==> config.mk <==
export PLATFORM = sky130hd
export DESIGN_NAME = if_stage
export DESIGN_NICKNAME = d
export VERILOG_FILES = /design/src/rtl/if_stage.sv
export SDC_FILE = /design/constraint.sdc
export NUM_CORES = 1
export LEC_CHECK = 0
export CAP_MARGIN = 5
export CORE_MARGIN = 8
export CORE_UTILIZATION = 46
export CTS_CLUSTER_DIAMETER = 100
export DETAILED_ROUTE_END_ITERATION = 8
export PLACE_DENSITY = 0.8
export SYNTH_ARGS = -nofsm -noshare
export SYNTH_HDL_FRONTEND = slang
export SYNTH_SLANG_ARGS = --single-unit
==> constraint.sdc <==
create_clock -name clk -period 2.2 [get_ports clk]
set_input_delay 0.22 -clock clk [delete_from_list [all_inputs] [get_ports clk]]
set_output_delay 0.22 -clock clk [all_outputs]
set_load 0.01 [all_outputs]
==> src/rtl/if_stage.sv <==
// ---------------------------------------------------------------------------
// if_stage -- instruction fetch stage with a pre-IF request FSM.
//
// A single outstanding request is made on the inst SRAM-like interface
// (req/addr_ok, then data_ok/rdata). The returned instruction lands in the
// fs register (presented to ID). If fs is occupied and not leaving, it
// lands in a one-entry skid buffer. Fetch pauses while that buffer is full.
// A branch cancel arriving while a request is in flight is remembered in
// br_buf. The in-flight data is then discarded on return.
//
// Ports
//   clk, resetn           clock, synchronous active-low reset
//   ID_allowin            decode can accept an instruction this cycle
//   BR_BUS[33:0]          {br_target, br_taken, br_taken_cancel}
//   IF_to_ID_valid/BUS    {fs_pc, fs_inst} handed to decode
//   inst_sram_*           read-only fetch port (write side tied off)
// ---------------------------------------------------------------------------
module if_stage #(
  parameter logic [31:0] RESET_PC = 32'h1c000000
) (
  input  logic        clk,
  input  logic        resetn,
  input  logic        ID_allowin,
  input  logic [33:0] BR_BUS,
  output logic        IF_to_ID_valid,
  output logic [63:0] IF_to_ID_BUS,
  output logic        inst_sram_req,
  output logic        inst_sram_wr,
  output logic [1:0]  inst_sram_size,
  output logic [3:0]  inst_sram_wstrb,
  output logic [31:0] inst_sram_addr,
  output logic [31:0] inst_sram_wdata,
  input  logic        inst_sram_addr_ok,
  input  logic        inst_sram_data_ok,
  input  logic [31:0] inst_sram_rdata
);

  typedef enum logic [1:0] {PF_IDLE, PF_REQ, PF_WAIT} pf_state_t;

  pf_state_t   r_state;
  logic [31:0] r_req_pc;
  logic        r_fs_valid;
  logic [31:0] r_fs_pc, r_fs_inst;
  logic        r_buf_valid;
  logic [31:0] r_buf_pc, r_buf_inst;
  logic        r_discard;
  logic        r_br_buf_valid;
  logic [31:0] r_br_buf_target;

  logic        w_cancel;
  logic [31:0] w_br_target;
  logic        w_unused_br_taken;
  logic [31:0] w_nextpc;
  logic        w_data_in, w_accept, w_fs_leave, w_to_fs, w_to_buf;
  logic        w_buf_valid_nx;

  assign w_cancel          = BR_BUS[0];
  assign w_unused_br_taken = BR_BUS[1];
  assign w_br_target       = BR_BUS[33:2];

  assign w_nextpc = r_br_buf_valid ? r_br_buf_target :
                    w_cancel       ? w_br_target     : r_req_pc + 32'd4;

  // Data is kept only if no older cancel is pending and none arrives now.
  assign w_data_in  = (r_state == PF_WAIT) & inst_sram_data_ok;
  assign w_accept   = w_data_in & ~r_discard & ~w_cancel;
  assign w_fs_leave = r_fs_valid & ID_allowin;
  assign w_to_fs    = w_accept & (~r_fs_valid | w_fs_leave);
  assign w_to_buf   = w_accept & ~w_to_fs;

  // Skid-buffer occupancy after this cycle. Fetch only restarts when it is empty.
  // Data never arrives while buf is full, because fetch is paused then. So a
  // write and a buf->fs move cannot both happen in one cycle.
  assign w_buf_valid_nx = ~w_cancel & (w_to_buf | (r_buf_valid & ~w_fs_leave));

  assign inst_sram_req   = (r_state == PF_REQ);
  assign inst_sram_addr  = r_req_pc;
  assign inst_sram_wr    = 1'b0;
  assign inst_sram_size  = 2'd2;
  assign inst_sram_wstrb = 4'd0;
  assign inst_sram_wdata = 32'd0;

  assign IF_to_ID_valid = r_fs_valid;
  assign IF_to_ID_BUS   = {r_fs_pc, r_fs_inst};

  always_ff @(posedge clk) begin
    if (!resetn) begin
      r_state         <= PF_IDLE;
      r_req_pc        <= RESET_PC - 32'd4;
      r_fs_valid      <= 1'b0;
      r_fs_pc         <= 32'd0;
      r_fs_inst       <= 32'd0;
      r_buf_valid     <= 1'b0;
      r_buf_pc        <= 32'd0;
      r_buf_inst      <= 32'd0;
      r_discard       <= 1'b0;
      r_br_buf_valid  <= 1'b0;
      r_br_buf_target <= 32'd0;
    end else begin
      // fs / skid buffer
      r_buf_valid <= w_buf_valid_nx;
      if (w_cancel) begin
        r_fs_valid <= 1'b0;
      end else if (w_to_fs) begin
        r_fs_valid <= 1'b1;
        r_fs_pc    <= r_req_pc;
        r_fs_inst  <= inst_sram_rdata;
      end else if (w_fs_leave) begin
        r_fs_valid <= r_buf_valid;
        if (r_buf_valid) begin
          r_fs_pc   <= r_buf_pc;
          r_fs_inst <= r_buf_inst;
        end
      end
      if (w_to_buf) begin
        r_buf_pc   <= r_req_pc;
        r_buf_inst <= inst_sram_rdata;
      end

      // pre-IF request FSM
      case (r_state)
        PF_IDLE: begin
          if (w_cancel) begin
            r_state        <= PF_REQ;
            r_req_pc       <= w_br_target;
            r_br_buf_valid <= 1'b0;
          end else if (!r_buf_valid) begin
            r_state        <= PF_REQ;
            r_req_pc       <= w_nextpc;
            r_br_buf_valid <= 1'b0;
          end
        end
        PF_REQ: begin
          // The request stays up even when cancelled. Its data is dropped later.
          if (w_cancel) begin
            r_discard       <= 1'b1;
            r_br_buf_valid  <= 1'b1;
            r_br_buf_target <= w_br_target;
          end
          if (inst_sram_addr_ok) r_state <= PF_WAIT;
        end
        PF_WAIT: begin
          if (inst_sram_data_ok) begin
            r_discard      <= 1'b0;
            r_br_buf_valid <= 1'b0;
            r_state        <= PF_REQ;
            if (w_cancel)              r_req_pc <= w_br_target;
            else if (r_discard)        r_req_pc <= r_br_buf_target;
            else if (w_buf_valid_nx)   r_state  <= PF_IDLE;
            else                       r_req_pc <= w_nextpc;
          end else if (w_cancel) begin
            r_discard       <= 1'b1;
            r_br_buf_valid  <= 1'b1;
            r_br_buf_target <= w_br_target;
          end
        end
        default: r_state <= PF_IDLE;
      endcase
    end
  end

endmodule

==> flow_summary.toml, run 1 <==
[logic_synthesis]
count_of_yosys_warnings_during_synthesis = 0
syn-mean-instance-area_um2 = 8.05
netlist_instances = 1137
synth_edf_count = 0
postSynth.topFlopCell = "dfxtp_1"
proportion_of_synthesized_chip_area_in_sequential_cells_pct = 43.3
synth_cell_types = 64
number_of_flip_flops_and_latches_in_the_synthesized_netlist = 198
netlist_area_um2 = 9160
synth_async_sr_flop_share_pct = 0

[routing]
detail-route-antenna-nets = 0
overall_routed_net_length_um = 27100
vias = 8675
post-route-drc-count = 0
post_drt_via_cell_ratio = 5.49
detailedRoute.firstPassIterationCount = 5
post_drt_wl_per_cell_um = 17.2
drt_first_iter_violations = 588

[job]
drv_cap = 0

[sta]
max_freq_mhz = 473
report.final.hold_viol_count = 0
skew_ns = 0.0109
drv_slew = 0
max_slew.worst_pin.slew_ns = 0.618
unrepaired_setup_endpoints_after_global_routing = "true"
whs_ns = 0.360
period_needed_ns = 2.12
timing.slew.headroom_pct = 58.8
period_share_pct = 96.2
setup-violations-final = 0

[worst_setup_path]
crit_path_end_kind = "flop"
cp_data_arrival_time_ns = 2.46
critPathMaxStageDelay_ns = 0.54
worst-endpoint-required_ns = 2.54
crit_buf_inv = 2
critical_path.top_delay_family = "simple AND/OR/NAND/NOR gates"
biggest_fanout_along_the_worst_timing_path = 34
worst_path_cell_trace = "inv_1 > ha_1 > nand2_1 > or4b_4 > buf_4 > mux2i_1 > a211oi_1"
reg2reg_slack_ns = 0.08
crit_type = "flop to flop"
cell_with_the_largest_stage_delay_on_the_worst_path = "or4b_4"
setup.worst_path.start_class = "flop"

[clocking]
cts-root-buf = "clkbuf_16"
path_clk_slew_ns = 0.07
tritoncts.num_buffers = 17
cts_max_level = 4
cts.sinks = 198
clk_path_buf_depth = 2
worst_skew_pair.late_latency_ns = 0.43
tritoncts = "built"

[placed_design]
portBuffers = 167
finalWeightedCongestion = 0.931
dp.final_hpwl_um = 18800
cell_total_after_placement = 1539

[final_layout]
fin_cells = 1579
num-nets-final = 1375
seq_area_um2 = 3980
drive_gt1_share_pct = 10.7
multi_input_comb_area_um2 = 4690
n_fill_cell = 1655
area_delta_synth_final_pct = 32.0

[die]
i_o_pins = 208
floorplan.core_area_um2 = 19500
die_area_um2 = 24700
die_width_um = 157
vertical_die_dimension_um = 157
start_util_pct = 46.9
placement_rows = 51

[global_route]
grt_pass1_wl_um = 41700
global_route.usage.total_pct = 21.0
overflow = 0
antenna_found_initial = 1
grt_max_degree = 65
grt_pass1_vias = 8119

[pwr]
worst_ir_drop_vdd_uv = 524
lkg_pwr_nw = 4.68
power.density_nw_per_um2 = 776

[worst_hold_path]
hold_path_class = "input port to flop"

[status]
status = "completed"
[Yosys cell counts, types with 2 or more instances]
master	number	share of area (%)
nand2_1	220	9.0
dfxtp_1	198	43
a21oi_1	128	7.0
nor2_1	108	4.4
a211oi_1	75	6.1
clkbuf_1	71	2.9
mux2i_1	65	7.1
buf_4	39	3.2
o21ai_0	31	1.7
buf_2	16	0.87
nand4_1	15	1.0
nand3_1	13	0.71
nor3_1	11	0.60
and3_1	9	0.61
buf_1	9	0.37
inv_1	9	0.37
nor4_1	9	0.61
a211o_1	7	0.67
o211ai_1	7	0.57
o31ai_1	7	0.57
a221oi_1	6	0.57
xnor2_1	6	0.57
a31oi_1	5	0.34
ha_1	5	0.68
and4_1	4	0.38
a21o_1	3	0.25
and2_1	3	0.20
nand2b_1	3	0.20
o21bai_1	3	0.25
o221a_2	3	0.37
o221ai_1	3	0.29
o311ai_0	3	0.29
o31a_1	3	0.29
or2_2	3	0.20
or4_1	3	0.25
a2bb2oi_1	2	0.19
and3b_1	2	0.19
clkbuf_2	2	0.11
conb_1	2	0.082
nor2b_1	2	0.14
[state kept, by name, summed over array words and instances, names as in the netlist]
signal and flops:
r_fs_pc 32, r_buf_pc 32, r_br_buf_target 32, r_buf_valid 1, r_br_buf_valid 1, inst_sram_addr 32, r_fs_inst 32, IF_to_ID_valid 1
r_state 2, r_discard 1, r_buf_inst 32
[cells by family (layout without fill, tap and decap cells)]
kind of cell / after synthesis / count (layout) / share of synthesized area, %
multiplexers: 65 / 65 / 7.11
adder cells (fa/ha/maj): 5 / 5 / 0.683
AND/OR/NAND/NOR: 410 / 410 / 19.2
buffers and inverters: 147 / 285 / 7.87
flip-flops: 198 / 198 / 43.3
other: 2 / 41 / 0.0820
AO/OA/AOI/OAI: 303 / 303 / 21.1
XOR/XNOR: 7 / 7 / 0.670
[final cells by class]
type / count / area share (%)
Sequential cell: 198 / 32.9
Timing Repair Buffer: 243 / 20.6
Multi-Input combinational cell: 829 / 38.8
Clock inverter: 10 / 0.797
Antenna cell: 2 / 0.0414
Inverter: 10 / 0.331
Tap cell: 265 / 2.74
Clock buffer: 22 / 3.84
[cell usage in the layout (no fill, tap or decap), types with 4 or more instances in the layout]
cell               n
nand2_1          220
a31oi_1            5
clkbuf_16         20
ha_1               5
nor2_1           108
xnor2_1            6
mux2i_1           65
o21ai_0           31
a211oi_1          70
nor4_1             8
dfxtp_2           10
and4_1             4
nor3_1            11
inv_1              9
nand4_1           15
a211o_1            7
a221oi_1           5
clkdlybuf4s50_1  166
nand3_1           12
a21oi_1          125
and3_1             9
o31ai_1            6
o211ai_1           7
conb_1            39
buf_12            15
dfxtp_1          188
a211oi_2           5
buf_4             56
[power by group]
part | switching, mW | internal, mW | leakage, nW
Combinational | 1.27 | 1.08 | 2.80
Sequential | 0.224 | 3.79 | 1.60
Clock | 1.38 | 1.63 | 0.275
[worst paths after layout]
check	cells after the start	to	start
max reg2reg	7	r_fs_pc[29]	r_state[0]
min reg2reg	2	r_buf_pc[7]	r_buf_pc[7]
max	7	r_fs_pc[29]	r_state[0]
min	3	r_buf_inst[7]	inst_sram_rdata[7]
[worst reg2reg max path, cell delays in order, from the launching register on]
cell and delay [ns]:
dfxtp_2 0.32, inv_1 0.07, ha_1 0.19, nand2_1 0.08
or4b_4 0.54, buf_4 0.33, mux2i_1 0.23, a211oi_1 0.26
[per-stage QoR]
stage | worst slack (ns) | utilization [%] | area (um^2) | setup TNS (ns) | power (mW)
after global placement | -0.0159 | 58.3 | 11400 | -0.179 | 6.33
after floorplan | 0.00683 | - | 9380 | 0 | 5.38
final | 0.0847 | 61.9 | 12100 | 0 | 9.37
after global routing | -0.0310 | 61.9 | 12100 | -0.0545 | 9.78
after detailed placement | -0.112 | 58.3 | 11400 | -3.45 | 6.39
after CTS | 0.0712 | 61.2 | 11900 | 0 | 9.38
[routing by layer]
metal  routed length (um)  GRT usage (%)  vias to the layer above
met4                  866           10.0                        0
met3                 1940           4.55                       56
met1                11400           26.1                     4060
met5                    0              0                        -
met2                13000           34.2                      326
li1                     -              -                     4233
[repair_timing]
| item | 4_1_cts | 5_1_grt |
|---|---|---|
| resized for setup | 1 | 9 |
| setup endpoints to repair | 1 | 19 |
| hold endpoints to repair | 0 | 0 |
| hold buffers | 0 | 0 |
| gates cloned | 0 | 3 |
| setup buffers | 0 | 3 |
| pin swaps | 0 | 0 |
(Power assumes the default switching activity.)
==> run 2, diff against run 1 <==
--- a/config.mk
+++ b/config.mk
@@ -11,6 +11,7 @@
 export CTS_CLUSTER_DIAMETER = 100
 export DETAILED_ROUTE_END_ITERATION = 8
 export PLACE_DENSITY = 0.8
+export SETUP_SLACK_MARGIN = 0.1
 export SYNTH_ARGS = -nofsm -noshare
 export SYNTH_HDL_FRONTEND = slang
 export SYNTH_SLANG_ARGS = --single-unit
==> run 2 against run 1 <==
  * Combinational power is 3% higher
  * Sequential power is essentially flat
  * Largest power group unchanged
  * Sequential share of layout area is 1.7 points lower
  * Via count up 4.2%
==> flow_summary.toml, run 2 (synthesis results as in run 1) <==
[worst_setup_path]
biggest_fanout_along_the_worst_timing_path = 26
worst_path_cell_trace = "inv_1 > ha_1 > and3b_2 > or2_1 > or2_4 > buf_12 > a211oi_2 > o21ai_0"
crit-reg2reg-capture = "inst_sram_addr[12]"
critPathMaxStageDelay_ns = 0.38
reg2reg_depth = 8
cp_data_arrival_time_ns = 2.46
crit_type = "flop to flop"
crit-reg2reg-launch = "r_state[1]"
cell_with_the_largest_stage_delay_on_the_worst_path = "dfxtp_4"
crit_buf_inv = 2
setup.worst_path.start_class = "flop"
reg2reg_slack_ns = 0.05
crit_path_end_kind = "flop"
critical_path.top_delay_family = "simple AND/OR/NAND/NOR gates"
worst-endpoint-required_ns = 2.51

[worst_hold_path]
worst_hold_path_startpoint = "BR_BUS[3]"
worst_hold_path.endpoint = "r_br_buf_target[1]"
hold_path_class = "input port to flop"
min_delay_path_depth = 3

[pwr]
post-layout-total-power_mw = 9.67
worst_ir_drop_vdd_uv = 557
power.density_nw_per_um2 = 757
p_int_mw = 6.63
seq_power_share_pct = 41.6
power.switching_mw = 3.04
combinationalPowerShare_pct = 25.1
sw_frac_of_total_pct = 31.5
p_clk_share_pct = 33.3
lkg_pwr_nw = 4.97

[clocking]
path_clk_slew_ns = 0.08
ctsHoldBuffers = 0
clk_path_buf_depth = 2
cts.sinks = 198
cts-root-buf = "clkbuf_16"
worst_skew_pair.late_latency_ns = 0.44
tritoncts = "built"
tritoncts.num_buffers = 17
cts_max_level = 4

[sta]
max_slew.worst_pin.slew_ns = 0.735
period_share_pct = 97.7
drv_slew = 0
report.final.hold_viol_count = 0
layout_setup_ws_ns = 0.0514
unrepaired_setup_endpoints_after_global_routing = "true"
period_needed_ns = 2.15
timing.slew.headroom_pct = 50.6
final_sum_of_negative_setup_slack_ns = 0
whs_ns = 0.351
skew_ns = 0.0144
setup-violations-final = 0
max_freq_mhz = 465

[die]
placement_rows = 51
die_area_um2 = 24700
vertical_die_dimension_um = 157
start_util_pct = 46.9
die_width_um = 157
floorplan.core_area_um2 = 19500
i_o_pins = 208

[final_layout]
drive_gt1_share_pct = 15.9
area_delta_synth_final_pct = 39.5
num-nets-final = 1403
most-common-layout-cells = "nand2_1 (218), dfxtp_1 (186), clkdlybuf4s50_1 (166)"
n_fill_cell = 1580
fin_cells = 1607
mostFrequentLayoutCell = "nand2_1"

[global_route]
overflow = 0
global_route.usage.total_pct = 21.7
grt_pass1_wl_um = 43100
antenna_found_initial = 1
grt_max_degree = 85
grt_pass1_vias = 8430

[routing]
vias = 9036
post_drt_via_cell_ratio = 5.62
drt_first_iter_violations = 737
post-route-drc-count = 0
detailedRoute.firstPassIterationCount = 5
detail-route-antenna-nets = 0
overall_routed_net_length_um = 29400
post_drt_wl_per_cell_um = 18.3

[placed_design]
finalWeightedCongestion = 0.880
dp.final_hpwl_um = 18800
portBuffers = 167
cell_total_after_placement = 1541
pre_cts_setup_slack_ns = -0.114

[job]
drv_cap = 0

[status]
status = "completed"
run 2: changes by cell type in the layout (fill, tap and decap cells not counted), sizes merged:
cell / change
buf: +23
inv: +4
clkinv: -2
bufinv: +1
clkbuf: +1
clkinvlp: +1
run 2: what timing repair did:
item | 4_1_cts | 5_1_grt
setup endpoints to repair | 72 | 83
setup buffers | 4 | 17
pin swaps | 2 | 35
cloned | 2 | 9
gates resized for setup | 8 | 70
run 2: power groups by stage:
stage	Sequential [mW]	Combinational, mW	Clock [mW]
floorplan	4.09	1.31	0
global placement	4.09	2.21	0
detailed placement	4.10	2.25	0
CTS	4.01	2.30	3.24
global route	4.05	2.61	3.39
finish	4.02	2.43	3.22
run 2: metal layers:
| metal | routed length (um) | part of all wire (%) | global-route usage [%] |
|---|---|---|---|
| met5 | 0 | 0 | 0 |
| met2 | 14400 | 49 | 36.2 |
| met1 | 12000 | 41 | 26.6 |
| met4 | 912 | 3.1 | 10.2 |
| met3 | 2110 | 7.2 | 4.20 |
run 2: worst reg2reg max path: cells and delay by family (launching register included):
| family | cells | cell delay, ns |
|---|---|---|
| DFF | 1 | 0.38 |
| and+or+nand+nor | 3 | 0.76 |
| buffers and inverters | 2 | 0.24 |
| AOI/OAI and AO/OA | 2 | 0.45 |
| adders and majority gates | 1 | 0.18 |
run 2: how the worst max path moves through the flow:
stage | cells past startpoint | from | to
floorplan | 9 | r_state[1] | inst_sram_addr[23]
global placement | 8 | inst_sram_data_ok | r_fs_pc[25]
detailed placement | 8 | ID_allowin | r_fs_inst[21]
CTS | 9 | r_state[0] | r_fs_pc[23]
global route | 9 | r_state[0] | r_fs_pc[17]
finish | 8 | r_state[1] | inst_sram_addr[12]
run 2: cell type report:
| cell class | count | area (um^2) | area share, % |
|---|---|---|---|
| inverters | 10 | 40.0 | 0.313 |
| diodes | 2 | 5.00 | 0.0392 |
| clock buffers | 18 | 439 | 3.44 |
| repair buffers | 271 | 2940 | 23.0 |
| multi-input cells | 829 | 4880 | 38.2 |
| well taps | 265 | 332 | 2.60 |
| clock inverters | 14 | 163 | 1.27 |
| flip-flops and latches | 198 | 3980 | 31.2 |
run 2: per-stage QoR:
stage / util [%] / area (um^2)
after global placement: 58.7 / 11500
final: 65.4 / 12800
after global routing: 65.4 / 12800
after CTS: 62.4 / 12200
after detailed placement: 58.7 / 11500
after floorplan: - / 9490
